[src/rtl/ssd1306_pkg.sv]
// Shared constants and types for the SSD1306 I2C target model.
// FSM encoding, command/control byte values and bus event bundle.
package ssd1306_pkg;

    localparam logic [2:0] ST_IDLE     = 3'd0;
    localparam logic [2:0] ST_ADDR     = 3'd1;
    localparam logic [2:0] ST_ADDR_ACK = 3'd2;
    localparam logic [2:0] ST_CTRL     = 3'd3;
    localparam logic [2:0] ST_CTRL_ACK = 3'd4;
    localparam logic [2:0] ST_BYTE     = 3'd5;
    localparam logic [2:0] ST_BYTE_ACK = 3'd6;
    localparam logic [2:0] ST_IGNORE   = 3'd7;

    localparam logic [7:0] CMD_DISPLAY_OFF = 8'hAE;
    localparam logic [7:0] CMD_DISPLAY_ON  = 8'hAF;
    localparam logic [7:0] CMD_CONTRAST    = 8'h81;

    localparam logic [7:0] CTRL_CMD  = 8'h00;
    localparam logic [7:0] CTRL_DATA = 8'h40;

    localparam int CO_BIT   = 7;
    localparam int DC_BIT   = 6;
    localparam int FB_DEPTH = 1024;
    localparam int FB_AW    = $clog2(FB_DEPTH);

    typedef struct packed {
        logic start;
        logic stop;
        logic rise;
        logic fall;
        logic sda;
    } bus_evt_t;

endpackage

[src/rtl/ssd1306_i2c_target_if.sv]
// I2C pin bundle between a bus master and the SSD1306 target.
// The target only ever pulls SDA low; the pad is built above it.
interface ssd1306_i2c_target_if;
    logic scl_in;
    logic sda_in;
    logic sda_oe;

    modport master (output scl_in, output sda_in, input sda_oe);
    modport slave  (input scl_in, input sda_in, output sda_oe);
endinterface

[src/rtl/ssd1306_i2c_target_sync.sv]
// Two-flop synchronizers plus history flop for SCL/SDA, and
// single-cycle START/STOP/rise/fall event pulses.
module i2c_bus_sync
    import ssd1306_pkg::*;
(
    input  logic     clk,
    input  logic     rst,
    input  logic     scl_in,
    input  logic     sda_in,
    output bus_evt_t evt
);

    logic [2:0] scl_q;
    logic [2:0] sda_q;

    // Idle bus is high, so reset to 1 to avoid phantom edges
    always_ff @(posedge clk or posedge rst) begin
        if (rst) begin
            scl_q <= 3'b111;
            sda_q <= 3'b111;
        end else begin
            scl_q <= {scl_q[1:0], scl_in};
            sda_q <= {sda_q[1:0], sda_in};
        end
    end

    assign evt.sda   = sda_q[1];
    assign evt.rise  = scl_q[1] & ~scl_q[2];
    assign evt.fall  = ~scl_q[1] & scl_q[2];
    assign evt.start = scl_q[1] & ~sda_q[1] & sda_q[2];
    assign evt.stop  = scl_q[1] & sda_q[1] & ~sda_q[2];

endmodule

[src/rtl/ssd1306_i2c_target.sv]
// SSD1306 write-path emulation: I2C target decoding address,
// control and payload bytes into pixel writes and commands.
module ssd1306_i2c_target
    import ssd1306_pkg::*;
#(
    parameter logic [6:0] ADDRESS = 7'h3C
) (
    input  logic                   clk,
    input  logic                   rst,
    ssd1306_i2c_target_if.slave    bus,
    output logic                   pix_we,
    output logic [FB_AW-1:0]       pix_addr,
    output logic [7:0]             pix_wdata,
    output logic                   cmd_valid,
    output logic [7:0]             cmd_byte,
    output logic                   display_on,
    output logic [7:0]             contrast,
    output logic                   busy
);

    bus_evt_t   evt;
    logic [2:0] state;
    logic [2:0] bit_cnt;
    logic [6:0] shreg;
    logic       co;
    logic       dc;
    logic       pfx;
    logic       sda_oe_q;
    logic [7:0] byte_nxt;
    logic       shifting;

    i2c_bus_sync u_sync (
        .clk    (clk),
        .rst    (rst),
        .scl_in (bus.scl_in),
        .sda_in (bus.sda_in),
        .evt    (evt)
    );

    assign bus.sda_oe = sda_oe_q;
    assign byte_nxt   = {shreg, evt.sda};
    assign shifting   = (state == ST_ADDR) || (state == ST_CTRL) ||
                        (state == ST_BYTE);

    always_ff @(posedge clk or posedge rst) begin
        if (rst) begin
            state      <= ST_IDLE;
            bit_cnt    <= 3'd0;
            shreg      <= 7'd0;
            co         <= 1'b0;
            dc         <= 1'b0;
            pfx        <= 1'b0;
            sda_oe_q   <= 1'b0;
            pix_we     <= 1'b0;
            pix_addr   <= '0;
            pix_wdata  <= 8'd0;
            cmd_valid  <= 1'b0;
            cmd_byte   <= 8'd0;
            display_on <= 1'b0;
            contrast   <= 8'h7F;
            busy       <= 1'b0;
        end else begin
            pix_we    <= 1'b0;
            cmd_valid <= 1'b0;

            if (pix_we)
                pix_addr <= pix_addr + 10'd1;

            // Command side effects land one cycle after the strobe
            if (cmd_valid) begin
                if (pfx) begin
                    contrast <= cmd_byte;
                    pfx      <= 1'b0;
                end else begin
                    pfx <= (cmd_byte == CMD_CONTRAST);
                    if (cmd_byte == CMD_DISPLAY_OFF)
                        display_on <= 1'b0;
                    if (cmd_byte == CMD_DISPLAY_ON)
                        display_on <= 1'b1;
                end
            end

            if (evt.stop) begin
                state    <= ST_IDLE;
                sda_oe_q <= 1'b0;
                busy     <= 1'b0;
                pfx      <= 1'b0;
            end else if (evt.start) begin
                state    <= ST_ADDR;
                bit_cnt  <= 3'd0;
                sda_oe_q <= 1'b0;
                pfx      <= 1'b0;
            end else if (shifting && evt.rise) begin
                shreg   <= byte_nxt[6:0];
                bit_cnt <= bit_cnt + 3'd1;
                if (bit_cnt == 3'd7) begin
                    case (state)
                        ST_ADDR: begin
                            if (byte_nxt[7:1] == ADDRESS && !byte_nxt[0]) begin
                                state <= ST_ADDR_ACK;
                                busy  <= 1'b1;
                            end else begin
                                state <= ST_IGNORE;
                                busy  <= 1'b0;
                            end
                        end
                        ST_CTRL: begin
                            co    <= byte_nxt[CO_BIT];
                            dc    <= byte_nxt[DC_BIT];
                            state <= ST_CTRL_ACK;
                        end
                        default: begin
                            if (dc) begin
                                pix_we    <= 1'b1;
                                pix_wdata <= byte_nxt;
                            end else begin
                                cmd_valid <= 1'b1;
                                cmd_byte  <= byte_nxt;
                            end
                            state <= ST_BYTE_ACK;
                        end
                    endcase
                end
            end else if (evt.fall) begin
                // First fall after bit 8 drives ACK, the next releases it
                case (state)
                    ST_ADDR_ACK, ST_CTRL_ACK, ST_BYTE_ACK: begin
                        sda_oe_q <= ~sda_oe_q;
                        if (sda_oe_q) begin
                            bit_cnt <= 3'd0;
                            if (state == ST_ADDR_ACK)
                                state <= ST_CTRL;
                            else if (state == ST_CTRL_ACK)
                                state <= ST_BYTE;
                            else
                                state <= co ? ST_CTRL : ST_BYTE;
                        end
                    end
                    default: ;
                endcase
            end
        end
    end

endmodule

[src/flat_wrapper.sv]
// flat-port wrapper written by rule: the top's interface ports become plain ports
module ssd1306_i2c_target_flat import ssd1306_pkg::*;
#(
    parameter logic [6:0] ADDRESS = 7'h3C
)
  (clk, rst, pix_we, pix_addr, pix_wdata, cmd_valid, cmd_byte, display_on, contrast, busy, bus_scl_in, bus_sda_in, bus_sda_oe);
  ssd1306_i2c_target_if bus_i ();
  input  logic clk;
  input  logic rst;
  output logic pix_we;
  output logic [FB_AW-1:0] pix_addr;
  output logic [7:0] pix_wdata;
  output logic cmd_valid;
  output logic [7:0] cmd_byte;
  output logic display_on;
  output logic [7:0] contrast;
  output logic busy;
  input wire logic [$bits(bus_i.scl_in)-1:0] bus_scl_in;
  input wire logic [$bits(bus_i.sda_in)-1:0] bus_sda_in;
  output wire logic [$bits(bus_i.sda_oe)-1:0] bus_sda_oe;
  assign bus_i.scl_in = bus_scl_in;
  assign bus_i.sda_in = bus_sda_in;
  assign bus_sda_oe = bus_i.sda_oe;
  ssd1306_i2c_target #(.ADDRESS(ADDRESS)) u_core (.clk(clk), .rst(rst), .bus(bus_i), .pix_we(pix_we), .pix_addr(pix_addr), .pix_wdata(pix_wdata), .cmd_valid(cmd_valid), .cmd_byte(cmd_byte), .display_on(display_on), .contrast(contrast), .busy(busy));
endmodule
[config.mk]
export PLATFORM = sky130hd
export DESIGN_NAME = ssd1306_i2c_target_flat
export DESIGN_NICKNAME = d
export VERILOG_FILES = /design/src/rtl/ssd1306_pkg.sv /design/src/rtl/ssd1306_i2c_target_if.sv /design/src/rtl/ssd1306_i2c_target_sync.sv /design/src/rtl/ssd1306_i2c_target.sv /design/src/flat_wrapper.sv
export SDC_FILE = /design/constraint.sdc
export NUM_CORES = 1
export LEC_CHECK = 0
export BUFFER_PORTS_ARGS = -buffer_cell sky130_fd_sc_hd__buf_4
export CAP_MARGIN = 25
export CORE_UTILIZATION = 50
export DETAILED_ROUTE_END_ITERATION = 6
export PLACE_DENSITY_LB_ADDON = 0.3
export SLEW_MARGIN = 20
export SYNTH_ARGS = -nofsm -noshare
export SYNTH_HDL_FRONTEND = slang
export SYNTH_HIERARCHICAL = 1
export SYNTH_SLANG_ARGS = --single-unit
[constraint.sdc]
create_clock -name clk -period 2.1 [get_ports clk]
set_input_delay 0.42 -clock clk [delete_from_list [all_inputs] [get_ports clk]]
set_output_delay 0.42 -clock clk [all_outputs]
set_load 0.005 [all_outputs]
# Word-level counts from Yosys, hierarchy flattened
# Index checks and enable logic that the tools add are counted.
# totals
ff_bits	61
wordCells	125
# classes
eq_ne	14
n_bitwise	16
n_mux	46
reduce_logical	30
n_addsub	2
# op_table
cell	count
3-bit 2-to-1 mux	16
1-bit 2-to-1 mux	29
8-bit equality test, second input constant	3
3-bit nonzero test	6
3-bit equality test, second input constant	4
4-bit AND reduction	3
6-bit AND reduction	2
4-bit nonzero test	3
10-bit by 1-bit adder with 10-bit output, second input constant	1
1-bit NOT	10
3-bit AND reduction	3
2-bit nonzero test	4
7-bit by 6-bit equality test with 1-bit output, second input constant	1
1-bit bitwise AND	6
3-bit by 2-bit equality test with 1-bit output, second input constant	2
3-bit case mux with 2 select lines	1
5-bit AND reduction	1
4-bit by 2-bit != test with 1-bit output, second input constant	1
3-bit by 1-bit adder with 3-bit output, second input constant	1
3-bit by 1-bit equality test with 1-bit output, second input constant	1
3-bit by 1-bit != test with 1-bit output, second input constant	1
3-bit OR reduction	1
1-bit logical AND	2
1-bit logical OR	2
other kinds (4)	4

# Depth between registers and ports, before layout
# logic_depth
depth_word	9
mapped_depth	7
depth_no_buf	6

# Hierarchy
# Netlist, hierarchy kept.
# by_module_without_submodules
mod	seq_area_each_um2	area_per_inst_um2	instances	cells_per_inst
ssd1306_i2c_target	1385.1	2449.8	1	173
i2c_bus_sync	157.7	201.4	1	12

# Worst setup path after synthesis
# Ideal clock, no wire load.
# synth_timing
path_type	flip-flop to flip-flop
from	register u_core.u_sync.sda_q[1]
to	register u_core.cmd_byte[0]
required_time_ns	1.975
path_stages_with_launch	7
path_buffers	1
t_arrival_ns	2.012
path_slack_ns	-0.036
path_cell_list	dfstp_2 and3b_1 nor2_4 nand4_4 buf_6 nor4_4 mux2_2
# synth_rtl
item	line_no	rtl
from (decl)	ssd1306_i2c_target_sync.sv:14	logic [2:0] sda_q;
from (signal assigned)	ssd1306_i2c_target_sync.sv:23	sda_q <= {sda_q[1:0], sda_in};
to (signal assigned)	ssd1306_i2c_target.sv:118	cmd_byte <= byte_nxt;
to (decl)	ssd1306_i2c_target.sv:15	output logic [7:0] cmd_byte,

==> summary.txt <==
Status
  • Outcome: completed

Setup path
  • Cell-by-cell trace of the critical path: and3b_2, nor2_4, nand4_4, nor4b_4, buf_6, mux2_2
  • Critical setup path kind: reg2reg
  • Max FO, Critical Path: 8
  • Worst path max stage delay: 0.52 ns
  • Largest delay contributor family on the critical path: simple AND/OR/NAND/NOR gates
  • CP Launch Type: flip-flop
  • Crit path DAT: 2.22 ns
  • CP endpoint kind: flip-flop
  • Slowest-stage cell, CP: dfstp_2
  • Buf+Inv Stages, Crit Path: 1
  • Required time of the critical path: 2.32 ns

Logic synthesis
  • Leading area contributor after synthesis: dfrtp_1
  • Post-synth EDFFs: 0
  • Seq/Total Area, Yosys: 58.2%
  • Area contributors post-synth: dfrtp_1 45%, mux2_2 17%, dfstp_2 13%
  • Cells after Synth: 185
  • Synth warnings: 6
  • Synth unique cells: 42
  • Area of the mapped netlist: 2650 um^2
  • Ys async rst share: 100%
  • Ys flop type: dfrtp_1
  • Yosys top cell area share: 45.3%
  • Flop and latch count out of synthesis: 61
  • Synth cell count leaders: 48 x dfrtp_1, 39 x mux2_2, 13 x dfstp_2, 9 x inv_1, 9 x nand3_1
  • Count leader, synth: dfrtp_1
  • Syn nets: 192
  • Syn Area/Cell: 14.3 um^2

Timing
  • Fin crit period: 2.00 ns
  • Final Worst Setup Slack: 0.0970 ns
  • Clk_skew: 0.00606 ns
  • Relative slew slack: 62.0%
  • Final Hold Vio Count: 0
  • Slew @ Worst Pin: 0.569 ns
  • Setup-failing EPs final: 0
  • Fmax: 499 MHz
  • Final period util: 95.4%
  • Max Slew Vio Count: 0
  • TNS Setup: 0 ns

Finish
  • Fill cells: 375
  • Ratio of cells with drive above 1 in the final layout: 53.2%
  • Area of the multi-input gates: 1030 um^2
  • Nets: 254
  • Storage cell area: 1540 um^2
  • N_diodes: 0
  • Utilization after layout: 65.8%
  • Design area: 3360 um^2
  • Finished Layout Cells: 322
  • Area grow syn2layout: 26.8%

Clocking
  • Root buffer cell: clkbuf_8
  • CTS tree: done
  • Number of buffers created by CTS: 9
  • H-tree level count: 3
  • TritonCTS Sinks: 61
  • CTS max path bufs: 2
  • Clock-pin transition on the worst setup and hold timing paths: 0.06 ns
  • Cts-stage hold buffer count: 0
  • Skew-Pair Late Insertion Delay: 0.34 ns

Placed design
  • Dpl ws: 0.0905 ns
  • Inst Count DP: 301
  • I/O Buffers: 42
  • Placed cell areas: 3080 um^2
  • DP HPWL: 3270 um
  • Gpl congestion: 0.865

Route
  • Detailed-route wire length per cell: 14.9 um
  • Antenna-violating nets left: 0
  • DRT iter0 DRCs: 37
  • Detailed Route WL: 4810 um
  • Via/cell ratio: 5.31
  • First drt pass iteration count: 6
  • DRC Markers: 0
  • Vias: 1711

Floorplanning
  • DIE AREA: 5600 um^2
  • I/O pins: 43
  • Initial Util: 51.9%
  • Core ar.: 5110 um^2
  • Die Ht: 74.8 um
  • Die Wd: 74.8 um
  • Num rows: 26

Global route
  • Vias in the first global route: 1607
  • Pin count of the biggest net entering global routing: 56
  • GRT Overall Usage: 19.3%
  • Gr ovfl total: 0
  • First-pass GRT wire length: 7820 um
  • Initial antenna violation count: 0

Power
  • Clock share of power: 38.4%
  • Leakage power: 1.62 nW
  • Pwr dens: 894 nW/um^2
  • Peak supply drop: 0.000489 V
  • Switching share of power: 26.1%
  • Int Pwr: 0.00222 W
  • Seq pwr share: 49.0%
  • Comb pwr share: 12.6%
  • Net Switching: 0.000784 W

Hold path
  • Worst hold-check path type: in2async

Job
  • Max-cap viol count: 0
-- worst reg2reg max path, delay by kind of cell (launching register included) --
kind          cells  cell delay (ns)
buf+inv           1             0.18
flops             1             0.52
mux               1             0.34
simple gates      4             0.86
-- kinds of logic after synthesis --
family	count (synthesis)	synth area share, %
DFF	61	58.2
and+or+nand+nor	43	12.8
xor gates and xnor gates	10	3.30
AOI/OAI and AO/OA	12	3.35
muxes	42	17.7
adders and majority gates	3	1.42
buffers and inverters	14	3.21
-- power by group through the flow --
stage / clock (W) / combinational, W / sequential [W]
after floorplan: 0 / 0.000329 / 0.00142
after global placement: 0 / 0.000363 / 0.00148
after global routing: 0.00124 / 0.000428 / 0.00149
final: 0.00115 / 0.000378 / 0.00147
after detailed placement: 0 / 0.000370 / 0.00149
after CTS: 0.00118 / 0.000369 / 0.00147
-- cell type report --
cell class / instances / share of cell area [%]
Sequential cell: 61 / 45.9
Inverter: 9 / 1.01
Clock buffer: 14 / 5.73
Multi-Input combinational cell: 110 / 30.6
Clock inverter: 2 / 1.12
Tap cell: 70 / 2.61
Timing Repair Buffer: 56 / 13.0
-- placed cells by master (no fill, tap or decap), types with 2 or more instances in the layout --
cell type | netlist | final
dfrtp_1 | 48 | 48
xnor2_1 | 8 | 8
xor2_1 | 2 | 2
mux2i_1 | 3 | 3
nor2b_1 | 3 | 3
and4b_1 | 2 | 2
nand4_1 | 4 | 4
nor4b_1 | 2 | 2
nor3_1 | 2 | 2
clkbuf_8 | 1 | 14
o211ai_1 | 3 | 3
nand2_1 | 3 | 3
and3b_2 | 1 | 3
inv_1 | 9 | 8
ha_1 | 3 | 3
mux2_2 | 39 | 38
buf_4 | 2 | 54
o21ai_0 | 2 | 2
and3_1 | 3 | 3
nand3_1 | 9 | 9
dfstp_2 | 13 | 13
-- timing repair --
action                     4_1_cts  5_1_grt
gates resized for setup          0        3
hold endpoints to repair         0        0
setup endpoints to repair        0        8
buffers inserted                 0        5
-- sequential cells by signal (all words and copies together) (netlist names) --
name / count
u_core/pix_addr: 10
u_core/cmd_byte: 8
u_core/contrast: 8
u_core/pix_wdata: 8
u_core/shreg: 7
u_core/bit_cnt: 3
u_core/state: 3
u_core/u_sync/scl_q: 3
u_core/u_sync/sda_q: 3
u_core/bus.sda_oe: 1
u_core/busy: 1
u_core/cmd_valid: 1
u_core/co: 1
u_core/dc: 1
u_core/display_on: 1
u_core/pfx: 1
u_core/pix_we: 1
-- stage by stage --
stage / hold slack, ns / power, W
finish: 0.133 / 0.00300
global route: 0.157 / 0.00315
CTS: 0.140 / 0.00302
detailed placement: 0.348 / 0.00186
global placement: 0.346 / 0.00185
floorplan: 0.345 / 0.00175
-- routing by layer --
layer  global-route usage [%]  up-vias  wire length (um)  part of all wire, %
met1                     26.7      863              2350                   49
li1                         -      800                 -                    -
met4                     11.7        0                89                  1.8
met3                     4.42        9               151                  3.1
met2                     27.9       39              2220                   46
met5                        0        -                 0                    0
-- path summary, 6_finish.rpt --
path	from	to	slack, ns	cells past startpoint
setup / recovery	u_core/u_sync/sda_q[2]	u_core/pix_wdata[2]	0.1	6
hold / removal	rst	u_core/bus.sda_oe	0.13	3
setup reg to reg	u_core/u_sync/sda_q[2]	u_core/pix_wdata[2]	0.1	6
hold reg to reg	u_core/u_sync/sda_q[0]	u_core/u_sync/sda_q[1]	0.36	0
max in group asynchronous	rst	u_core/contrast[0]	1.67	3
min in group clk	bus_sda_in	u_core/u_sync/sda_q[0]	0.19	1
Power figures use the tool's default switching activity.
